--- src/rtl/if_fetch_ctrl_pkg.sv ---
// Shared constants for the instruction fetch sequencer: FSM encodings,
// the long-instruction flag position and default geometry.
package if_fetch_ctrl_pkg;

    localparam int AW_DEF = 16;
    localparam int DW_DEF = 16;

    localparam logic [15:0] RESET_PC_DEF = 16'h0000;

    localparam logic [0:0] ST_OP  = 1'b0;
    localparam logic [0:0] ST_IMM = 1'b1;

    localparam int LONG_BIT = 15;

endpackage

--- src/rtl/if_fetch_ctrl_if.sv ---
// Fetch-stage bus: instruction-memory handshake, decode-side delivery and
// branch redirect, grouped so the sequencer sees one port.
interface if_fetch_ctrl_if
    import if_fetch_ctrl_pkg::*;
#(
    parameter int AW = AW_DEF,
    parameter int DW = DW_DEF
);
    logic [AW-1:0] mem_addr;
    logic          mem_req;
    logic [DW-1:0] mem_rdata;
    logic          mem_ready;
    logic          stall;
    logic          branch_taken;
    logic [AW-1:0] branch_target;
    logic [DW-1:0] instr_out;
    logic [DW-1:0] imm_out;
    logic [AW-1:0] instr_pc;
    logic          instr_valid;

    modport master (
        output mem_addr, mem_req, instr_out, imm_out, instr_pc, instr_valid,
        input  mem_rdata, mem_ready, stall, branch_taken, branch_target
    );

    modport slave (
        input  mem_addr, mem_req, instr_out, imm_out, instr_pc, instr_valid,
        output mem_rdata, mem_ready, stall, branch_taken, branch_target
    );
endinterface

--- src/rtl/if_fetch_ctrl_out.sv ---
// Output holding register for the fetch stage: captures opcode/immediate
// words as they complete and freezes a presented instruction while decode stalls.
module if_out_reg
    import if_fetch_ctrl_pkg::*;
#(
    parameter int AW = AW_DEF,
    parameter int DW = DW_DEF
) (
    input  logic          clk,
    input  logic          rst_n,
    input  logic          clr,
    input  logic          ld_op,
    input  logic          ld_imm,
    input  logic          is_long,
    input  logic          stall,
    input  logic [DW-1:0] word,
    input  logic [AW-1:0] pc,
    output logic [DW-1:0] instr_r,
    output logic [DW-1:0] imm_r,
    output logic [AW-1:0] pc_r,
    output logic          valid_r
);

    // Output register update: redirect drops, loads assemble, idle cycles retire the beat.
    always_ff @(posedge clk or negedge rst_n) begin
        if (!rst_n) begin
            instr_r <= {DW{1'b0}};
            imm_r   <= {DW{1'b0}};
            pc_r    <= {AW{1'b0}};
            valid_r <= 1'b0;
        end else if (clr) begin
            valid_r <= 1'b0;
        end else if (ld_op) begin
            instr_r <= word;
            pc_r    <= pc;
            if (!is_long) begin
                imm_r <= {DW{1'b0}};
            end
            valid_r <= !is_long;
        end else if (ld_imm) begin
            imm_r   <= word;
            valid_r <= 1'b1;
        end else if (!(valid_r && stall)) begin
            valid_r <= 1'b0;
        end
    end

endmodule

--- src/rtl/if_fetch_ctrl.sv ---
// Fetch sequencer: owns the pc, issues memory requests and assembles
// 16/32-bit instructions for decode, honouring stalls and branch redirects.
module if_fetch_ctrl
    import if_fetch_ctrl_pkg::*;
#(
    parameter int          AW       = AW_DEF,
    parameter int          DW       = DW_DEF,
    parameter logic [15:0] RESET_PC = RESET_PC_DEF
) (
    input  logic clk,
    input  logic rst_n,
    if_fetch_ctrl_if.master bus
);

    localparam logic [AW-1:0] PC_ONE = {{(AW-1){1'b0}}, 1'b1};

    logic [AW-1:0] pc_r;
    logic [AW-1:0] pc_nxt_s;
    logic [0:0]    state_r;
    logic [0:0]    state_nxt_s;
    logic          accept_s;
    logic          long_s;
    logic          ld_op_s;
    logic          ld_imm_s;
    logic          mem_req_s;
    logic [DW-1:0] instr_s;
    logic [DW-1:0] imm_s;
    logic [AW-1:0] ipc_s;
    logic          valid_s;

    assign mem_req_s = !(valid_s && bus.stall);
    assign accept_s  = mem_req_s && bus.mem_ready && !bus.branch_taken;
    assign long_s    = bus.mem_rdata[LONG_BIT];

    // Decode which half of an instruction the accepted word completes.
    always_comb begin
        ld_op_s  = 1'b0;
        ld_imm_s = 1'b0;
        case (state_r)
            ST_OP:   ld_op_s  = accept_s;
            ST_IMM:  ld_imm_s = accept_s;
            default: ld_op_s  = 1'b0;
        endcase
    end

    // Next pc/state; a redirect wins over everything, including a returning word.
    always_comb begin
        pc_nxt_s    = pc_r;
        state_nxt_s = state_r;
        if (bus.branch_taken) begin
            pc_nxt_s    = bus.branch_target;
            state_nxt_s = ST_OP;
        end else if (accept_s) begin
            pc_nxt_s = pc_r + PC_ONE;
            case (state_r)
                ST_OP:   state_nxt_s = long_s ? ST_IMM : ST_OP;
                ST_IMM:  state_nxt_s = ST_OP;
                default: state_nxt_s = ST_OP;
            endcase
        end else begin
            pc_nxt_s    = pc_r;
            state_nxt_s = state_r;
        end
    end

    // Program counter and FSM state registers.
    always_ff @(posedge clk or negedge rst_n) begin
        if (!rst_n) begin
            pc_r    <= RESET_PC[AW-1:0];
            state_r <= ST_OP;
        end else begin
            pc_r    <= pc_nxt_s;
            state_r <= state_nxt_s;
        end
    end

    if_out_reg #(.AW(AW), .DW(DW)) u_out (
        .clk     (clk),
        .rst_n   (rst_n),
        .clr     (bus.branch_taken),
        .ld_op   (ld_op_s),
        .ld_imm  (ld_imm_s),
        .is_long (long_s),
        .stall   (bus.stall),
        .word    (bus.mem_rdata),
        .pc      (pc_r),
        .instr_r (instr_s),
        .imm_r   (imm_s),
        .pc_r    (ipc_s),
        .valid_r (valid_s)
    );

    assign bus.mem_addr    = pc_r;
    assign bus.mem_req     = mem_req_s;
    assign bus.instr_out   = instr_s;
    assign bus.imm_out     = imm_s;
    assign bus.instr_pc    = ipc_s;
    assign bus.instr_valid = valid_s;

endmodule
--- src/flat_wrapper.sv ---
// flat-port wrapper written by rule: the top's interface ports become plain ports
module if_fetch_ctrl_flat import if_fetch_ctrl_pkg::*;
#(
    parameter int          AW       = AW_DEF,
    parameter int          DW       = DW_DEF,
    parameter logic [15:0] RESET_PC = RESET_PC_DEF
)
  (clk, rst_n, bus_mem_addr, bus_mem_req, bus_instr_out, bus_imm_out, bus_instr_pc, bus_instr_valid, bus_mem_rdata, bus_mem_ready, bus_stall, bus_branch_taken, bus_branch_target);
  if_fetch_ctrl_if #(.AW(AW), .DW(DW)) bus_i ();
  input  logic clk;
  input  logic rst_n;
  output wire logic [$bits(bus_i.mem_addr)-1:0] bus_mem_addr;
  output wire logic [$bits(bus_i.mem_req)-1:0] bus_mem_req;
  output wire logic [$bits(bus_i.instr_out)-1:0] bus_instr_out;
  output wire logic [$bits(bus_i.imm_out)-1:0] bus_imm_out;
  output wire logic [$bits(bus_i.instr_pc)-1:0] bus_instr_pc;
  output wire logic [$bits(bus_i.instr_valid)-1:0] bus_instr_valid;
  input wire logic [$bits(bus_i.mem_rdata)-1:0] bus_mem_rdata;
  input wire logic [$bits(bus_i.mem_ready)-1:0] bus_mem_ready;
  input wire logic [$bits(bus_i.stall)-1:0] bus_stall;
  input wire logic [$bits(bus_i.branch_taken)-1:0] bus_branch_taken;
  input wire logic [$bits(bus_i.branch_target)-1:0] bus_branch_target;
  assign bus_mem_addr = bus_i.mem_addr;
  assign bus_mem_req = bus_i.mem_req;
  assign bus_instr_out = bus_i.instr_out;
  assign bus_imm_out = bus_i.imm_out;
  assign bus_instr_pc = bus_i.instr_pc;
  assign bus_instr_valid = bus_i.instr_valid;
  assign bus_i.mem_rdata = bus_mem_rdata;
  assign bus_i.mem_ready = bus_mem_ready;
  assign bus_i.stall = bus_stall;
  assign bus_i.branch_taken = bus_branch_taken;
  assign bus_i.branch_target = bus_branch_target;
  if_fetch_ctrl #(.AW(AW), .DW(DW), .RESET_PC(RESET_PC)) u_core (.clk(clk), .rst_n(rst_n), .bus(bus_i));
endmodule
--- config.mk ---
export PLATFORM = sky130hd
export DESIGN_NAME = if_fetch_ctrl_flat
export DESIGN_NICKNAME = d
export VERILOG_FILES = /design/src/rtl/if_fetch_ctrl_pkg.sv /design/src/rtl/if_fetch_ctrl_if.sv /design/src/rtl/if_fetch_ctrl_out.sv /design/src/rtl/if_fetch_ctrl.sv /design/src/flat_wrapper.sv
export SDC_FILE = /design/constraint.sdc
export NUM_CORES = 1
export LEC_CHECK = 0
export ABC_AREA = 1
export BUFFER_PORTS_ARGS = -buffer_cell sky130_fd_sc_hd__buf_2
export CAP_MARGIN = 20
export CORE_MARGIN = 8
export CORE_UTILIZATION = 43
export CTS_CLUSTER_SIZE = 25
export DETAILED_ROUTE_END_ITERATION = 7
export GPL_ROUTABILITY_DRIVEN = 1
export PLACE_DENSITY_LB_ADDON = 0.3
export SETUP_SLACK_MARGIN = 0.4
export SKIP_CTS_REPAIR_TIMING = 1
export SYNTH_ARGS = -nofsm -noshare
export SYNTH_HDL_FRONTEND = slang
export SYNTH_SLANG_ARGS = --single-unit
--- constraint.sdc ---
create_clock -name clk -period 1.4 [get_ports clk]
set_input_delay 0.21 -clock clk [delete_from_list [all_inputs] [get_ports clk]]
set_output_delay 0.21 -clock clk [all_outputs]
set_load 0.01 [all_outputs]
==> impl_metrics.yaml, run 1 <==
run_status:
  outcome: "complete, no violations"
flow_run:
  cap_violations: 0
floorplan:
  start_util: 0.444
  die_x_um: 99.5
  pin_count: 103
  dieHeight_um: 99.5
  coreArea_um2: 6760
  fp-row-count: 30
  die_area_um2: 9900
critical_path:
  arrival_ns: 1.56
  cp.required_ns: 1.63
  start_kind: "flip-flop"
  end_kind: "flip-flop"
  crit_fanout: 4
  critPathKind: "reg -> reg"
power_and_ir_drop:
  switching_share: 0.309
  pwr_density_cell_nw_per_um2: 1230
  switching_power_mw: 1.78
  p_leak_nw: 2.49
  pwr-share-seq: 0.422
  ir_drop_uv: 755
  pwr-share-comb: 0.288
  p_int_mw: 3.97
  clkPwrFrac: 0.290
clock_network:
  numCtsBuffers: 9
  cts_tree: "done"
  cts_sinks: 66
  cts_max_level: 3
  cts_root_buffer: "clkbuf_8"
  clk_path_buf_depth: 2
  clkTransAtPathRegs_ns: 0.07
  clock_latency_ns: 0.34
sta:
  fin_setup_tns_ns: 0
  fmax_ghz: 0.751
  worstMarginPinSlew_ns: 0.353
  skew_ns: 0.00607
  layout_min_cycle_time_ns: 1.33
  setup-violations-final: 0
  final-max-slew-violation-count: 0
  final-hold-violation-count: 0
  rsz0062_at_grt: "true"
  fin_crit_sh: 0.951
  relSlewSlack: 0.765
global_route:
  gr-usage-all-layers: 0.172
  antenna_found_initial: 0
  grt-ovfl-total: 0
  grt_pass1_wl_mm: 13.7
  grt_start_max_net_pins: 67
  grt_pass1_vias: 2817
yosys:
  synth_cells: 358
  yosys.cell_types.count: 27
  ys_seq_area_frac: 0.551
  syn_nets: 396
  synthesis.area_um2: 3000
  synth-warning-count: 0
  synth_area_per_cell_um2: 8.37
  synth.ff_latch_count: 66
final_layout:
  final_common_cell: "nand2_1"
  drive_gt1_frac: 0.468
  final_cell_mix: "nand2_1 (103), buf_2 (78), dfrtp_1 (56)"
  nFillCells: 524
  multiInputGateArea_um2: 1370
  num_antenna_cells: 0
  finish.utilization: 0.690
  syn_to_final_growth_pct: 55.4
  finish.instance_area_um2: 4660
  seqCellArea_um2: 1660
  fin_nets: 557
placement:
  placedInstanceArea_um2: 3660
  gp_congestion: 0.826
  place.port_buffers: 102
  dp_hpwl_mm: 6.10
route:
  drc: 0
  drt_iter0_markers: 117
  via_per_inst: 5.04
  ant_nets: 0
  dr.pass1.iters: 4
  wire_per_inst_um: 15.9
  postRouteWirelength_mm: 9.56
  vias: 3040
min_path:
  hold_path_class: "in -> reg"
power by group through the flow:
stage | sequential, mW | combinational (mW) | clock [mW]
2_1_floorplan | 2.55 | 0.450 | 0
3_3_place_gp | 2.41 | 1.12 | 0
3_5_place_dp | 2.42 | 1.14 | 0
4_1_cts | 2.39 | 1.15 | 1.67
5_1_grt | 2.45 | 1.80 | 1.76
6_report | 2.42 | 1.65 | 1.67
per-layer routing:
| metal | GRT usage | vias up | share of wire |
|---|---|---|---|
| met5 | 0 | - | 0 |
| met4 | 0.0640 | 0 | 0.027 |
| met3 | 0.0594 | 24 | 0.084 |
| met2 | 0.261 | 136 | 0.47 |
| met1 | 0.221 | 1422 | 0.42 |
| li1 | - | 1458 | - |
flip-flops by register name, indices dropped and copies added, names as in the netlist:
name,flops
u_core.bus.mem_addr,16
u_core.u_out.imm_r,16
u_core.u_out.instr_r,16
u_core.u_out.pc_r,16
u_core.state_r,1
u_core.u_out.valid_r,1
synth_stat cells:
cell	instances	area share
nand2_4	4	0.015
xor2_1	2	0.0058
nand3_1	24	0.040
o221ai_1	1	0.0029
o22ai_1	1	0.0021
nand2_2	2	0.0042
buf_2	4	0.0067
a21oi_1	3	0.0050
o21ai_1	3	0.0050
o211ai_1	3	0.0075
a31oi_1	1	0.0021
o21ai_2	6	0.018
nand2_1	122	0.15
dfrtp_1	66	0.55
o21bai_1	2	0.0050
buf_6	2	0.0075
ha_1	1	0.0042
inv_2	2	0.0025
nor2_1	29	0.036
inv_1	34	0.043
nor2_8	1	0.0067
nand4_1	4	0.0083
clkbuf_1	5	0.0063
inv_6	1	0.0029
buf_4	1	0.0025
a22oi_1	1	0.0025
o21ai_0	33	0.055
kinds of logic (layout without fill, tap and decap cells):
family	count (synthesis)	after routing	synth area share
simple gates	186	187	0.263
buf+inv	49	213	0.0710
flops	66	66	0.551
compound gates	54	54	0.105
fa+ha+maj	1	1	0.00417
xor+xnor	2	2	0.00584
final cells by class:
class	instances	area share
Clock buffer	13	0.0363
Sequential cell	66	0.357
Multi-Input combinational cell	244	0.294
Timing Repair Buffer	161	0.252
Tap cell	80	0.0215
Clock inverter	2	0.00752
Inverter	37	0.0320
critical path, stage by stage (launching register included):
cell,delay [ns]
dfrtp_2,0.43
ha_4,0.17
nand3_4,0.12
inv_4,0.09
nand2_4,0.06
o21ai_2,0.12
nand3_1,0.09
nand2_1,0.08
nand2_1,0.05
path summary, 6_finish.rpt:
kind / startpoint / end / slack [ns] / cells after the start
hold / removal: bus_mem_rdata[13] / u_core.u_out.instr_r[13] / 0.09 / 3
setup reg to reg: u_core.bus.mem_addr[0] / u_core.bus.mem_addr[10] / 0.07 / 8
min in group asynchronous: rst_n / u_core.u_out.instr_r[4] / 0.43 / 3
setup / recovery: u_core.bus.mem_addr[0] / u_core.bus.mem_addr[10] / 0.07 / 8
max in group asynchronous: rst_n / u_core.bus.mem_addr[1] / 0.67 / 3
hold reg to reg: u_core.u_out.pc_r[7] / u_core.u_out.pc_r[7] / 0.48 / 2
stage by stage:
step	total power, mW	setup WS [ns]	hold WS [ns]	instances
CTS	5.21	-0.0172	-0.104	552
finish	5.74	0.0684	0.0882	603
floorplan	3.00	0.0340	-0.0856	358
detailed placement	3.57	0.0222	0.260	537
global placement	3.53	0.0494	0.257	537
global route	6.01	0.000301	0.0951	603
Note: power is estimated with default switching activity, not from simulation.
==> inputs of run 2 (changes only) <==
--- a/config.mk
+++ b/config.mk
@@ -8,7 +8,7 @@
 export ABC_AREA = 1
 export BUFFER_PORTS_ARGS = -buffer_cell sky130_fd_sc_hd__buf_2
 export CAP_MARGIN = 20
-export CORE_MARGIN = 8
+export CORE_MARGIN = 2
 export CORE_UTILIZATION = 43
 export CTS_CLUSTER_SIZE = 25
 export DETAILED_ROUTE_END_ITERATION = 7
==> constraint.sdc (replaced) <==
create_clock -name clk -period 1.22 [get_ports clk]
set_input_delay 0.183 -clock clk [delete_from_list [all_inputs] [get_ports clk]]
set_output_delay 0.183 -clock clk [all_outputs]
set_load 0.01 [all_outputs]
==> run 2 against run 1 <==
The run now ends with negative setup slack left. Non-clock buffer count increased by 14. Sequential share of layout area down 0.58 points. Final cell count grew 2.5%. Critical path type unchanged.
==> impl_metrics.yaml, run 2 (synthesis gave the netlist of run 1 again) <==
run_status:
  outcome: "complete, but fails checks"
  failed_checks: "negative setup slack"
route:
  vias: 3125
  drc: 0
  drt_iter0_markers: 111
  via_per_inst: 5.06
  wire_per_inst_um: 14.7
  ant_nets: 0
  dr.pass1.iters: 4
  postRouteWirelength_mm: 9.08
final_layout:
  fin_nets: 571
  finish.instance_area_um2: 4730
  fin_cells: 618
  num_antenna_cells: 0
  seqCellArea_um2: 1660
  drive_gt1_frac: 0.485
  syn_to_final_growth_pct: 57.9
  nFillCells: 533
  final_cell_mix: "nand2_1 (102), buf_2 (86), dfrtp_1 (57)"
  finish.utilization: 0.701
  final_common_cell: "nand2_1"
  multiInputGateArea_um2: 1380
flow_run:
  cap_violations: 0
global_route:
  grt_pass1_wl_mm: 12.5
  grt-ovfl-total: 0
  gr-usage-all-layers: 0.208
  antenna_found_initial: 0
  grt_start_max_net_pins: 67
  grt_pass1_vias: 2637
power_and_ir_drop:
  switching_share: 0.311
  ir_drop_uv: 723
  pwr_density_cell_nw_per_um2: 1380
  pwr-share-seq: 0.421
  p_leak_nw: 2.55
  clkPwrFrac: 0.279
  pwr-share-comb: 0.300
  power_mw: 6.52
  switching_power_mw: 2.03
  p_int_mw: 4.49
critical_path:
  critPathKind: "reg -> reg"
  rr_startpoint: "u_core.bus.mem_addr[1]"
  max_stage_delay_ns: 0.42
  start_kind: "flip-flop"
  rr_endpoint: "u_core.bus.mem_addr[6]"
  end_kind: "flip-flop"
  cp_cell_sequence: "ha_4 > nand3_4 > nor2_2 > nand3_1 > o211ai_1"
  rrSetupSlack_ns: -0.11
  ff2ff_path_depth: 5
  crit_slowest_cell: "dfrtp_2"
  cp-startpoint: "u_core.bus.mem_addr[1]"
  crit_fanout: 4
  cp.required_ns: 1.45
  arrival_ns: 1.56
floorplan:
  start_util: 0.444
  dieHeight_um: 87.5
  die_x_um: 87.5
  die_area_um2: 7660
  pin_count: 103
  coreArea_um2: 6760
  fp-row-count: 30
min_path:
  hold_start: "bus_branch_target[4]"
  worstHoldEndpoint: "u_core.bus.mem_addr[4]"
  worstHoldPathCells: 3
  hold_path_class: "in -> reg"
placement:
  placedInstanceArea_um2: 3830
  dp_hpwl_mm: 5.69
  placed_cells: 557
  gp_congestion: 0.906
  place.port_buffers: 102
sta:
  fin_crit_sh: 1.09
  fmax_ghz: 0.751
  fin_setup_tns_ns: -0.893
  worst_slack_ns: -0.112
  final-max-slew-violation-count: 0
  skew_ns: 0.0120
  rsz0062_at_grt: "true"
  relSlewSlack: 0.769
  final-hold-violation-count: 0
  worstMarginPinSlew_ns: 0.347
  setup-violations-final: 28
  layout_min_cycle_time_ns: 1.33
clock_network:
  clk_path_buf_depth: 2
  cts_sinks: 66
  cts_root_buffer: "clkbuf_8"
  clkTransAtPathRegs_ns: 0.07
  clock_latency_ns: 0.33
  cts_tree: "done"
  cts_max_level: 3
  numCtsBuffers: 9
run 2: cell count changes in the layout (fill, tap and decap cells not counted), moves of 2 or more:
cell / change
clkbuf_8: -2
buf_4: +10
nor2_2: +3
buf_2: +8
buf_6: -5
nor2_4: -2
buf_12: +2
o21ai_0: -2
clkbuf_1: +2
run 2: final cells by class:
| cell class | instances | share of cell area |
|---|---|---|
| repair buffers | 175 | 0.265 |
| well taps | 80 | 0.0211 |
| flip-flops and latches | 66 | 0.351 |
| clock buffers | 13 | 0.0315 |
| inverters | 37 | 0.0309 |
| multi-input cells | 244 | 0.291 |
| clock inverters | 3 | 0.00846 |
run 2: how the worst max path moves through the flow:
| stage | slack [ns] | end | cells past startpoint |
|---|---|---|---|
| floorplan | -0.15 | u_core.u_out.valid_r | 9 |
| global placement | -0.02 | u_core.u_out.valid_r | 8 |
| detailed placement | -0.07 | u_core.bus.mem_addr[10] | 8 |
| CTS | -0.08 | u_core.bus.mem_addr[10] | 8 |
| global route | -0.17 | u_core.bus.mem_addr[6] | 5 |
| finish | -0.11 | u_core.bus.mem_addr[6] | 5 |
run 2: power by group through the flow:
| stage | combinational [mW] | clock, mW | sequential (mW) |
|---|---|---|---|
| after floorplan | 0.521 | 0 | 2.93 |
| after global placement | 1.38 | 0 | 2.75 |
| after detailed placement | 1.41 | 0 | 2.76 |
| after CTS | 1.41 | 1.83 | 2.72 |
| after global routing | 2.14 | 1.94 | 2.77 |
| final | 1.95 | 1.82 | 2.75 |
run 2: per-layer routing:
metal  vias to the layer above  track usage  wire, um
li1                       1495            -         -
met1                      1482        0.294      3720
met2                       131        0.327      4610
met3                        17       0.0398       585
met4                         0       0.0615       155
met5                         -            0         0
run 2: worst max-delay path: cells and delay by family (launching register included):
kind                       cells  cell delay [ns]
adders and majority gates      1             0.16
DFF                            1             0.42
AOI/OAI and AO/OA              1             0.23
and+or+nand+nor                3             0.43
run 2: stage by stage:
step                      hold slack, ns  worst slack [ns]
after global routing              0.0851            -0.167
final                             0.0677            -0.112
after floorplan                   -0.113            -0.146
after CTS                         -0.127           -0.0789
after global placement             0.229           -0.0230
after detailed placement           0.229           -0.0720
==> inputs of run 3 (changes only) <==
--- a/config.mk
+++ b/config.mk
@@ -9,7 +9,7 @@
 export BUFFER_PORTS_ARGS = -buffer_cell sky130_fd_sc_hd__buf_2
 export CAP_MARGIN = 20
 export CORE_MARGIN = 2
-export CORE_UTILIZATION = 43
+export CORE_UTILIZATION = 40
 export CTS_CLUSTER_SIZE = 25
 export DETAILED_ROUTE_END_ITERATION = 7
 export GPL_ROUTABILITY_DRIVEN = 1
==> constraint.sdc (replaced) <==
create_clock -name clk -period 1.7 [get_ports clk]
set_input_delay 0.255 -clock clk [delete_from_list [all_inputs] [get_ports clk]]
set_output_delay 0.255 -clock clk [all_outputs]
set_load 0.01 [all_outputs]
==> run 3 against run 2 <==
The run now ends clean. Non-clock buffer count decreased by 50. Sequential share of layout area grew 4.4 points. Total power shrank 31%. Register-to-register slack better by 0.47 ns. Sequential power shrank 28%. Via count shrank 11%. Clock skew shrank 0.0072 ns. Clock power decreased by 18%. Design area shrank 11%. Global-route usage down 1.5 points. First-iteration DRC count rose by 18%. Sequential cell count unchanged.
==> impl_metrics.yaml, run 3 (synthesis gave the netlist of run 1 again) <==
sta:
  fin_setup_tns_ns: 0
  worstMarginPinSlew_ns: 0.310
  fin_crit_sh: 0.787
  relSlewSlack: 0.793
  setup-violations-final: 0
  final-hold-violation-count: 0
  layout_min_cycle_time_ns: 1.34
  rsz0062_at_grt: "true"
  fmax_ghz: 0.747
  skew_ns: 0.00478
  final-max-slew-violation-count: 0
critical_path:
  cp.required_ns: 1.92
  arrival_ns: 1.56
  crit_fanout: 8
  critPathKind: "reg -> reg"
  rrSetupSlack_ns: 0.36
  start_kind: "flip-flop"
  rr_endpoint: "u_core.u_out.valid_r"
  rr_startpoint: "u_core.u_out.valid_r"
  end_kind: "flip-flop"
  ff2ff_path_depth: 8
global_route:
  grt_pass1_vias: 2570
  antenna_found_initial: 0
  grt-ovfl-total: 0
  gr-usage-all-layers: 0.193
  grt_pass1_wl_mm: 12.7
  grt_start_max_net_pins: 31
clock_network:
  cts_root_buffer: "clkbuf_8"
  numCtsBuffers: 9
  cts_tree: "done"
  clk_path_buf_depth: 2
  clkTransAtPathRegs_ns: 0.07
  clock_latency_ns: 0.34
  cts_max_level: 3
  cts_sinks: 66
route:
  postRouteWirelength_mm: 7.89
  dr.pass1.iters: 4
  dr_wl_met3_um: 555
  routed.top_layer: "met4"
  wl_met2_mm: 3.64
  via_per_inst: 4.74
  drc: 0
  vias: 2783
  wirelength_met1_mm: 3.61
  drt_iter0_markers: 131
  wire_per_inst_um: 13.4
  ant_nets: 0
floorplan:
  coreArea_um2: 7250
  die_x_um: 90.6
  die_area_um2: 8200
  dieHeight_um: 90.6
  fp-row-count: 31
  start_util: 0.413
  pin_count: 103
min_path:
  hold_start: "bus_branch_target[4]"
  worstHoldPathCells: 3
  worstHoldEndpoint: "u_core.bus.mem_addr[4]"
  hold_path_class: "in -> reg"
final_layout:
  final_cell_mix: "nand2_1 (108), buf_2 (102), dfrtp_1 (60)"
  finish.utilization: 0.579
  drive_gt1_frac: 0.395
  num_antenna_cells: 0
  multiInputGateArea_um2: 1310
  seqCellArea_um2: 1660
  final_common_cell: "nand2_1"
  fin_nets: 521
  syn_to_final_growth_pct: 40.2
  nFillCells: 659
placement:
  place.port_buffers: 102
  dp_hpwl_mm: 5.71
  gp_congestion: 0.931
power_and_ir_drop:
  pwr_density_cell_nw_per_um2: 1070
  ir_drop_uv: 652
  p_leak_nw: 2.27
  power_mw: 4.48
flow_run:
  cap_violations: 0
run_status:
  outcome: "complete, no violations"
[run 3: changes by cell type in the layout (fill, tap and decap cells not counted), sizes merged]
cell | previous run | this run
inv | 37 | 38
clkinv | 2 | 1
bufinv | 1 | 2
clkbuf | 13 | 10
buf | 174 | 124
clkinvlp | 0 | 2
[run 3: routing by layer]
layer	track usage	up-vias
met5	0	-
met4	0.0705	0
met3	0.0568	6
met2	0.285	114
met1	0.270	1268
li1	-	1395
[run 3: layout make-up]
type	count	area share
multi-input combinational	244	0.311
sequential	66	0.395
clock inverter	6	0.0211
clock buffer	10	0.0328
timing repair buffer	125	0.176
tap	99	0.0295
inverter	37	0.0348
[run 3: critical path, cell delays in order (launching register included)]
cell and delay (ns):
dfrtp_1 0.38, nand2_2 0.12, nand2_4 0.09, nor2_8 0.15, nand2_4 0.10, inv_8 0.08
nand2_8 0.07, nand2_8 0.13, o21ai_1 0.08
[run 3: per-stage QoR]
step                setup WS (ns)  cells  hold WS (ns)  instance area (um2)
floorplan                   0.334    358       -0.0406                 3000
global placement            0.258    556         0.155                 3640
detailed placement          0.147    556         0.160                 3640
CTS                         0.128    572        -0.217                 3870
global route                0.287    587         0.121                 4200
finish                      0.362    587         0.125                 4200
[run 3: worst max-delay path by stage]
| stage | startpoint | endpoint | slack (ns) |
|---|---|---|---|
| floorplan | u_core.u_out.valid_r | u_core.u_out.valid_r | 0.33 |
| global placement | u_core.u_out.valid_r | u_core.u_out.imm_r[0] | 0.26 |
| detailed placement | u_core.u_out.valid_r | u_core.u_out.imm_r[0] | 0.15 |
| CTS | u_core.u_out.valid_r | u_core.u_out.imm_r[0] | 0.13 |
| global route | u_core.bus.mem_addr[1] | u_core.bus.mem_addr[8] | 0.29 |
| finish | u_core.u_out.valid_r | u_core.u_out.valid_r | 0.36 |
[run 3: report_power, final]
group          switching, mW  internal, mW  total [mW]
clock                  0.618         0.868        1.49
combinational          0.590         0.429        1.02
sequential             0.173          1.81        1.98
total                   1.38          3.10        4.48
